`src/rtl/decoder_n_to_2n_seq.sv`:
```
// Registered N-to-2^N one-hot (or one-cold) decoder with a DIRECT latched-address
// mode and a SWEEP mode that walks every output line for strobe/lamp tests.
module decoder_n_to_2n_seq #(
  parameter int unsigned N           = 3,
  parameter int unsigned STEP_CYCLES = 1,
  parameter bit          ACTIVE_LOW  = 1'b0
) (
  input  logic                clk,
  input  logic                rst_n,
  input  logic                en,
  input  logic                load_i,
  input  logic [N-1:0]        addr_i,
  input  logic                start_i,
  output logic [(2**N)-1:0]   y_o,
  output logic                valid_o,
  output logic                busy_o,
  output logic                done_o
);

  localparam int unsigned LINES = 2 ** N;
  localparam int unsigned HW    = (STEP_CYCLES > 1) ? $clog2(STEP_CYCLES) : 1;

  localparam logic [N-1:0]     LAST_STEP = N'(LINES - 1);
  localparam logic [HW-1:0]    LAST_HOLD = HW'(STEP_CYCLES - 1);
  localparam logic [LINES-1:0] INACT     = {LINES{ACTIVE_LOW}};

  typedef enum logic {
    IDLE  = 1'b0,
    SWEEP = 1'b1
  } state_t;

  state_t            state, state_nxt;
  logic [N-1:0]      step, step_nxt;
  logic [HW-1:0]     hold, hold_nxt;
  logic [N-1:0]      addr_q, addr_nxt;
  logic              addr_ok, addr_ok_nxt;
  logic [LINES-1:0]  y_nxt;
  logic              valid_nxt;
  logic              busy_nxt;
  logic              done_nxt;

  function automatic logic [LINES-1:0] onehot(input logic [N-1:0] a);
    return LINES'(1) << a;
  endfunction

  // Applies output polarity to an active-high one-hot pattern.
  function automatic logic [LINES-1:0] drive(input logic [LINES-1:0] hot);
    return ACTIVE_LOW ? ~hot : hot;
  endfunction

  // Next-state and next-output logic.
  always_comb begin
    state_nxt   = state;
    step_nxt    = step;
    hold_nxt    = hold;
    addr_nxt    = addr_q;
    addr_ok_nxt = addr_ok;
    y_nxt       = INACT;
    valid_nxt   = 1'b0;
    busy_nxt    = busy_o;
    done_nxt    = 1'b0;

    case (state)
      IDLE: begin
        if (start_i) begin
          state_nxt = SWEEP;
          step_nxt  = '0;
          hold_nxt  = '0;
          busy_nxt  = 1'b1;
          if (en) begin
            y_nxt     = drive(onehot('0));
            valid_nxt = 1'b1;
          end
        end else if (load_i) begin
          addr_nxt    = addr_i;
          addr_ok_nxt = 1'b1;
          if (en) begin
            y_nxt     = drive(onehot(addr_i));
            valid_nxt = 1'b1;
          end
        end else if (en && addr_ok) begin
          y_nxt     = drive(onehot(addr_q));
          valid_nxt = 1'b1;
        end
      end

      SWEEP: begin
        // en=0 pauses the walk with step and hold frozen.
        if (en) begin
          if ((step == LAST_STEP) && (hold == LAST_HOLD)) begin
            state_nxt = IDLE;
            busy_nxt  = 1'b0;
            done_nxt  = 1'b1;
          end else begin
            if (hold == LAST_HOLD) begin
              hold_nxt = '0;
              step_nxt = step + N'(1);
            end else begin
              hold_nxt = hold + HW'(1);
            end
            y_nxt     = drive(onehot(step_nxt));
            valid_nxt = 1'b1;
          end
        end
      end

      default: begin
        state_nxt = IDLE;
        busy_nxt  = 1'b0;
      end
    endcase
  end

  // State, counters and registered outputs.
  always_ff @(posedge clk or negedge rst_n) begin
    if (!rst_n) begin
      state   <= IDLE;
      step    <= '0;
      hold    <= '0;
      addr_q  <= '0;
      addr_ok <= 1'b0;
      y_o     <= INACT;
      valid_o <= 1'b0;
      busy_o  <= 1'b0;
      done_o  <= 1'b0;
    end else begin
      state   <= state_nxt;
      step    <= step_nxt;
      hold    <= hold_nxt;
      addr_q  <= addr_nxt;
      addr_ok <= addr_ok_nxt;
      y_o     <= y_nxt;
      valid_o <= valid_nxt;
      busy_o  <= busy_nxt;
      done_o  <= done_nxt;
    end
  end

endmodule

```
`config.mk`:
```
export PLATFORM = sky130hd
export DESIGN_NAME = decoder_n_to_2n_seq
export DESIGN_NICKNAME = d
export VERILOG_FILES = /design/src/rtl/decoder_n_to_2n_seq.sv
export SDC_FILE = /design/constraint.sdc
export NUM_CORES = 1
export LEC_CHECK = 0
export BUFFER_PORTS_ARGS = -buffer_cell sky130_fd_sc_hd__buf_2
export CAP_MARGIN = 20
export CORE_MARGIN = 4
export CORE_UTILIZATION = 52
export CTS_CLUSTER_SIZE = 24
export DETAILED_ROUTE_END_ITERATION = 8
export PLACE_DENSITY_LB_ADDON = 0.1
export SETUP_SLACK_MARGIN = 0.15
export SYNTH_ARGS = -nofsm -noshare
export SYNTH_HDL_FRONTEND = slang
export SYNTH_SLANG_ARGS = --single-unit
```
`constraint.sdc`:
```
create_clock -name clk -period 3.2 [get_ports clk]
set_input_delay 0.16 -clock clk [delete_from_list [all_inputs] [get_ports clk]]
set_output_delay 0.16 -clock clk [all_outputs]
set_load 0.01 [all_outputs]
```
==> results of run 1 <==
## state kept, by name, summed over array words and instances (netlist names)
name and cells:
addr_q 3, state 1, step 3, busy_o 1, y_o 8, done_o 1
valid_o 1, addr_ok 1
## stage by stage
step,power (W),area (µm²),instances,util (%),worst slack [ns]
finish,0.0008383,1161,140,64.44,1.578
global route,0.0009068,1161,140,64.44,1.454
detailed placement,0.0007165,1124,135,62.36,1.609
floorplan,0.0006177,1030,96,-,1.727
global placement,0.0007042,1124,135,62.36,1.679
CTS,0.0008421,1161,140,64.44,1.588
## how the worst max path moves through the flow
| stage | end | slack, ns | cells past startpoint |
|---|---|---|---|
| global placement | y_o[0] | 1.68 | 4 |
| floorplan | y_o[0] | 1.73 | 4 |
| CTS | y_o[0] | 1.59 | 4 |
| global route | y_o[0] | 1.45 | 4 |
| finish | y_o[0] | 1.58 | 4 |
| detailed placement | y_o[0] | 1.61 | 4 |
## kinds of logic after synthesis
group	after synthesis	share of synthesized area [%]
and+or+nand+nor	46	28.19
DFF	19	46.17
AOI/OAI and AO/OA	12	9.234
buffers and inverters	8	4.130
muxes	6	6.197
adders and majority gates	5	6.075
## cells in the final DEF, fill, tap and decap left out, drive strengths merged, types with 3 or more instances in the layout
master | synthesis | final
buf | 3 | 18
o221ai | 5 | 5
nand4 | 4 | 4
mux2i | 3 | 3
mux2 | 3 | 3
ha | 5 | 5
inv | 4 | 4
clkbuf | 1 | 3
nand2 | 14 | 14
nor2 | 4 | 4
nand4b | 3 | 3
dfrtp | 19 | 19
nand3 | 4 | 4
## worst register-to-register path, stage by stage, from the launching register on
cell	delay (ns)
dfrtp_1	0.45
ha_1	0.31
or4bb_1	0.49
a21boi_0	0.19
a211o_1	0.12
## metal layers
| metal | GRT usage (%) | vias up | part of all wire [%] |
|---|---|---|---|
| li1 | - | 399 | - |
| met1 | 24.64 | 402 | 47 |
| met2 | 27.27 | 33 | 45 |
| met3 | 2.849 | 9 | 4.9 |
| met4 | 12.77 | 0 | 3.3 |
| met5 | 0 | - | 0 |
## power by group through the flow
stage | registers, W | logic, W | clock network, W
3_3_place_gp | 0.000401 | 0.000303 | 0
3_5_place_dp | 0.000407 | 0.000309 | 0
5_1_grt | 0.000418 | 0.000347 | 0.000141
2_1_floorplan | 0.000402 | 0.000216 | 0
4_1_cts | 0.000402 | 0.000313 | 0.000127
6_report | 0.000404 | 0.000311 | 0.000123
## final cells by class
class | count | area [µm²]
fillers | 160 | 640.6
multi-input cells | 69 | 511.7
flip-flops and latches | 19 | 475.5
repair buffers | 19 | 100.1
well taps | 25 | 31.28
clock buffers | 3 | 22.52
inverters | 4 | 15.01
clock inverters | 1 | 5.005
## what timing repair did
action,CTS,global route
endpoints found under the setup margin,0,0
hold endpoints to repair,19,0
hold buffers,1,0
==> flow_summary_export.csv, run 1 <==
group,metric,value,unit
clock_network,htreeDepth,1,
global_routing,grt_max_degree,20,
die,fp.dieH,52.50,µm
clock_network,cts-root-buf,"clkbuf_4",
placement,dp_hpwl,1558,µm
sta,hold_viol,0,
critical_path,max_stage_delay,0.49,ns
routing,via_per_inst,6.021,
power,ir_worst_vdd,494.6,µV
power,seqPwrFrac,48.2,%
sta,slew_violations,0,
synth,synth_edf_count,0,
synth,yosys_warnings,0,
global_routing,grt_pass1_vias,788,
sta,fin_crit,1.622,ns
sta,worst_hold_slack,0.1708,ns
final_layout,synthToLayoutAreaGrowth,12.76,%
die,ios,19,
critical_path,cp_data_required_time,3.45,ns
critical_path,worstSetupStartpointType,"flip-flop",
synth,synth_top_area_cell,"dfrtp_1",
critical_path,startpoint,"step[0]",
sta,timing.final.crit_share,50.67,%
hold_path,whs_path_depth,2,
final_layout,drive_gt1_share,26.09,%
synth,yosys.area.top_type_share,46.17,%
routing,drt_iter0_markers,26,
global_routing,overflow,0,
placement,routabilityCongestion,0.8954,
clock_network,clock-sinks,19,
routing,ant_nets,0,
die,start_util,57.15,%
sta,setup_violations,0,
sta,tns,0,ns
routing,drc_errors,0,
routing,wl_per_cell,15.26,µm
synth,synthTopCellsByArea,"dfrtp_1 46%, ha_1 6.1%, nand2_1 5.1%, o221ai_1 4.3%, mux2_2 3.3%",
synth,synth-seq-cells,19,
hold_path,worstHoldPathType,"in2reg",
synth,synth_most_common_cell,"dfrtp_1",
critical_path,crit_buf_inv,0,
power,power_switching,0.0003296,W
routing,vias,843,
critical_path,reg2reg_to,"y_o[0]",
global_routing,track_usage,18.51,%
run,drv_cap,0,
hold_path,min_to,"addr_q[2]",
critical_path,r2r_start,"step[0]",
critical_path,reg2reg_depth,4,
clock_network,clock_latency,0.30,ns
final_layout,finalNetCount,129,
power,combPwrFrac,37.2,%
power,swShare,39.32,%
power,internal_power,0.0005087,W
critical_path,path_class,"reg2reg",
critical_path,rrSetupSlack,1.58,ns
sta,rsz0062_at_grt,"no",
sta,relSlewSlack,69.19,%
critical_path,crit_fanout,6,
clock_network,path_clk_slew,0.11,ns
global_routing,antenna_found_initial,0,
synth,synthesis.area,1030,µm²
synth,synth_cell_types,38,
global_routing,grt_pass1_wl,3670,µm
power,power_frac_clock,14.6,%
die,num_rows,15,
clock_network,post-cts-setup-buffers,0,
critical_path,critical-path-top-delay-family,"simple AND/OR/NAND/NOR gates",
run_status,outcome,"complete, no violations",
synth,syn_avg_cell_area,10.73,µm²
die,dieArea,2756,µm²
routing,firstDrtPassIters,4,
die,die-width,52.50,µm
routing,drt-total-wl,2137,µm
synth,synth_seq_area_share,46.17,%
synth,async_flop_share,100.0,%
placement,port_buffers,18,
hold_path,holdCritStartpoint,"addr_i[2]",
critical_path,path_cells,"ha_1, or4bb_1, a21boi_0, a211o_1",
clock_network,post_cts_resized,0,
clock_network,cts_tree,"yes",
critical_path,critPathSlowestCell,"or4bb_1",
critical_path,cp_data_arrival_time,1.87,ns
synth,synth_common_cells,"19 x dfrtp_1, 14 x nand2_1, 5 x ha_1, 5 x o221ai_1",
critical_path,cp-end-kind,"flip-flop",
clock_network,cts_buffer_depth,2,
sta,tightest_slew,0.4560,ns
sta,fmax,616.7,MHz
synth,mappedNetlistNets,109,
power,p_per_area,722.0,nW/µm²
final_layout,diodes,0,
power,leakage,0.5675,nW
synth,synthCells,96,
clock_network,numCtsBuffers,3,
die,core,1802,µm²
sta,finalClockSkew,0.001857,ns
synth,synth_flop_cell,"dfrtp_1",
Note: power is estimated with default switching activity, not from simulation.
==> run 2, diff against run 1 <==
==> constraint.sdc (replaced) <==
create_clock -name clk -period 1.7 [get_ports clk]
set_input_delay 0.085 -clock clk [delete_from_list [all_inputs] [get_ports clk]]
set_output_delay 0.085 -clock clk [all_outputs]
set_load 0.01 [all_outputs]
==> run 2 against run 1 <==
  * Count of clock-buffer cells in the layout is the same
  * Sequential share of layout area shrank 0.97 points
  * First-iteration DRC count grew 19%
  * Wire length grew 3.3%
  * Critical path type unchanged
  * Largest power group unchanged
  * Highest routed layer unchanged
==> flow_summary_export.csv, run 2 (synthesis results as in run 1) <==
group,metric,value,unit
die,core,1802,µm²
sta,relSlewSlack,70.08,%
routing,drc_errors,0,
sta,rsz0062_at_grt,"no",
hold_path,holdCritStartpoint,"addr_i[2]",
power,leakage,0.5879,nW
power,internal_power,0.001003,W
power,power_frac_clock,14.2,%
final_layout,largest_reg_flops,8,
die,dieArea,2756,µm²
clock_network,clock_latency,0.30,ns
final_layout,regArea,476.7,µm²
run_status,outcome,"complete, no violations",
sta,tns,0,ns
placement,routabilityCongestion,0.9118,
final_layout,fillers,156,
global_routing,overflow,0,
hold_path,worstHoldPathType,"in2reg",
power,combPwrFrac,40.0,%
hold_path,whs_path_depth,2,
sta,setup_violations,0,
final_layout,drive_gt1_share,29.41,%
power,swShare,38.84,%
sta,finalClockSkew,0.002185,ns
critical_path,cp_data_arrival_time,1.78,ns
placement,place_area,1139,µm²
clock_network,htreeDepth,1,
die,num_rows,15,
final_layout,largest_register,"y_o",
critical_path,startpoint,"step[0]",
clock_network,cts_tree,"yes",
sta,fin_crit,1.531,ns
die,fp.dieH,52.50,µm
sta,worst_hold_slack,0.09130,ns
global_routing,antenna_found_initial,0,
final_layout,final_cell_mix,"18 x dfrtp_1, 18 x buf_2, 14 x nand2_1",
power,p_per_area,1375,nW/µm²
routing,ant_nets,0,
clock_network,clock-sinks,19,
critical_path,r2r_start,"step[0]",
global_routing,grt_pass1_wl,3650,µm
sta,fmax,653.2,MHz
sta,tightest_slew,0.4428,ns
final_layout,finalNetCount,133,
routing,drt-total-wl,2208,µm
final_layout,diodes,0,
clock_network,path_clk_slew,0.11,ns
critical_path,worstSetupStartpointType,"flip-flop",
die,start_util,57.15,%
clock_network,cts-root-buf,"clkbuf_4",
clock_network,cts_buffer_depth,2,
routing,firstDrtPassIters,4,
die,ios,19,
placement,port_buffers,18,
routing,via_per_inst,5.826,
critical_path,reg2reg_depth,4,
critical_path,path_class,"reg2reg",
placement,dp_hpwl,1600,µm
final_layout,layoutNonFillerInstCount,144,
critical_path,cp-end-kind,"flip-flop",
final_layout,multi_input_area,511.7,µm²
routing,drt_iter0_markers,31,
power,ir_worst_vdd,843.4,µV
power,power,0.001639,W
power,power_switching,0.0006367,W
routing,vias,839,
sta,timing.final.crit_share,90.05,%
routing,wl_per_cell,15.33,µm
global_routing,track_usage,18.80,%
global_routing,grt_pass1_vias,782,
sta,hold_viol,0,
critical_path,crit_fanout,4,
global_routing,grt_max_degree,20,
final_layout,largestRegisters,"y_o x8, addr_q x3, step x3",
critical_path,cp_data_required_time,1.95,ns
clock_network,numCtsBuffers,3,
placement,dp.cells,137,
die,die-width,52.50,µm
power,seqPwrFrac,45.8,%
final_layout,synthToLayoutAreaGrowth,15.80,%
run,drv_cap,0,
final_layout,postLayoutCellArea,1192,µm²
sta,slew_violations,0,
-- run 2: path summary, 6_finish.rpt --
kind,slack (ns),end
worst max-delay path,0.17,y_o[0]
worst min-delay path,0.09,addr_q[2]
worst max register to register,0.17,y_o[0]
worst min register to register,0.52,busy_o
max in group asynchronous,1.15,state
min in group asynchronous,0.24,step[2]
-- run 2: layer usage --
metal	vias to the layer above	part of all wire, %	global-route usage (%)
met5	-	0	0
met4	0	2.8	12.34
met3	6	7.0	3.704
met2	35	45	26.86
met1	397	45	25.50
li1	401	-	-
-- run 2: power by group through the flow --
stage	clock network (W)	registers, W	logic [W]
after CTS	0.000242	0.000745	0.000650
after floorplan	0	0.000756	0.000407
after global routing	0.000264	0.000777	0.000746
after global placement	0	0.000753	0.000585
final	0.000232	0.000751	0.000656
after detailed placement	0	0.000761	0.000605
-- run 2: cell type report --
class | count | share of cell area [%]
tap | 25 | 2.623
inverter | 4 | 1.259
clock inverter | 1 | 0.4197
sequential | 19 | 39.98
clock buffer | 3 | 1.889
multi-input combinational | 69 | 42.92
timing repair buffer | 23 | 10.91
-- run 2: worst max-delay path, cell delays in order (launching register included) --
cell	delay [ns]
dfrtp_1	0.44
ha_1	0.22
or4bb_1	0.48
a21boi_1	0.20
a211o_1	0.13
-- run 2: timing repair --
action | 4_1_cts | 5_1_grt
hold endpoints to repair | 19 | 0
cloned | 0 | 0
setup endpoints to repair | 1 | 1
hold buffers | 1 | 0
gates resized for setup | 0 | 2
buffers inserted | 2 | 0
-- run 2: stage by stage --
stage | utilization (%) | setup WS [ns]
2_1_floorplan | - | 0.2271
3_3_place_gp | 63.19 | 0.2588
6_report | 66.18 | 0.1691
4_1_cts | 66.11 | 0.1856
5_1_grt | 66.18 | 0.1635
3_5_place_dp | 63.19 | 0.1646
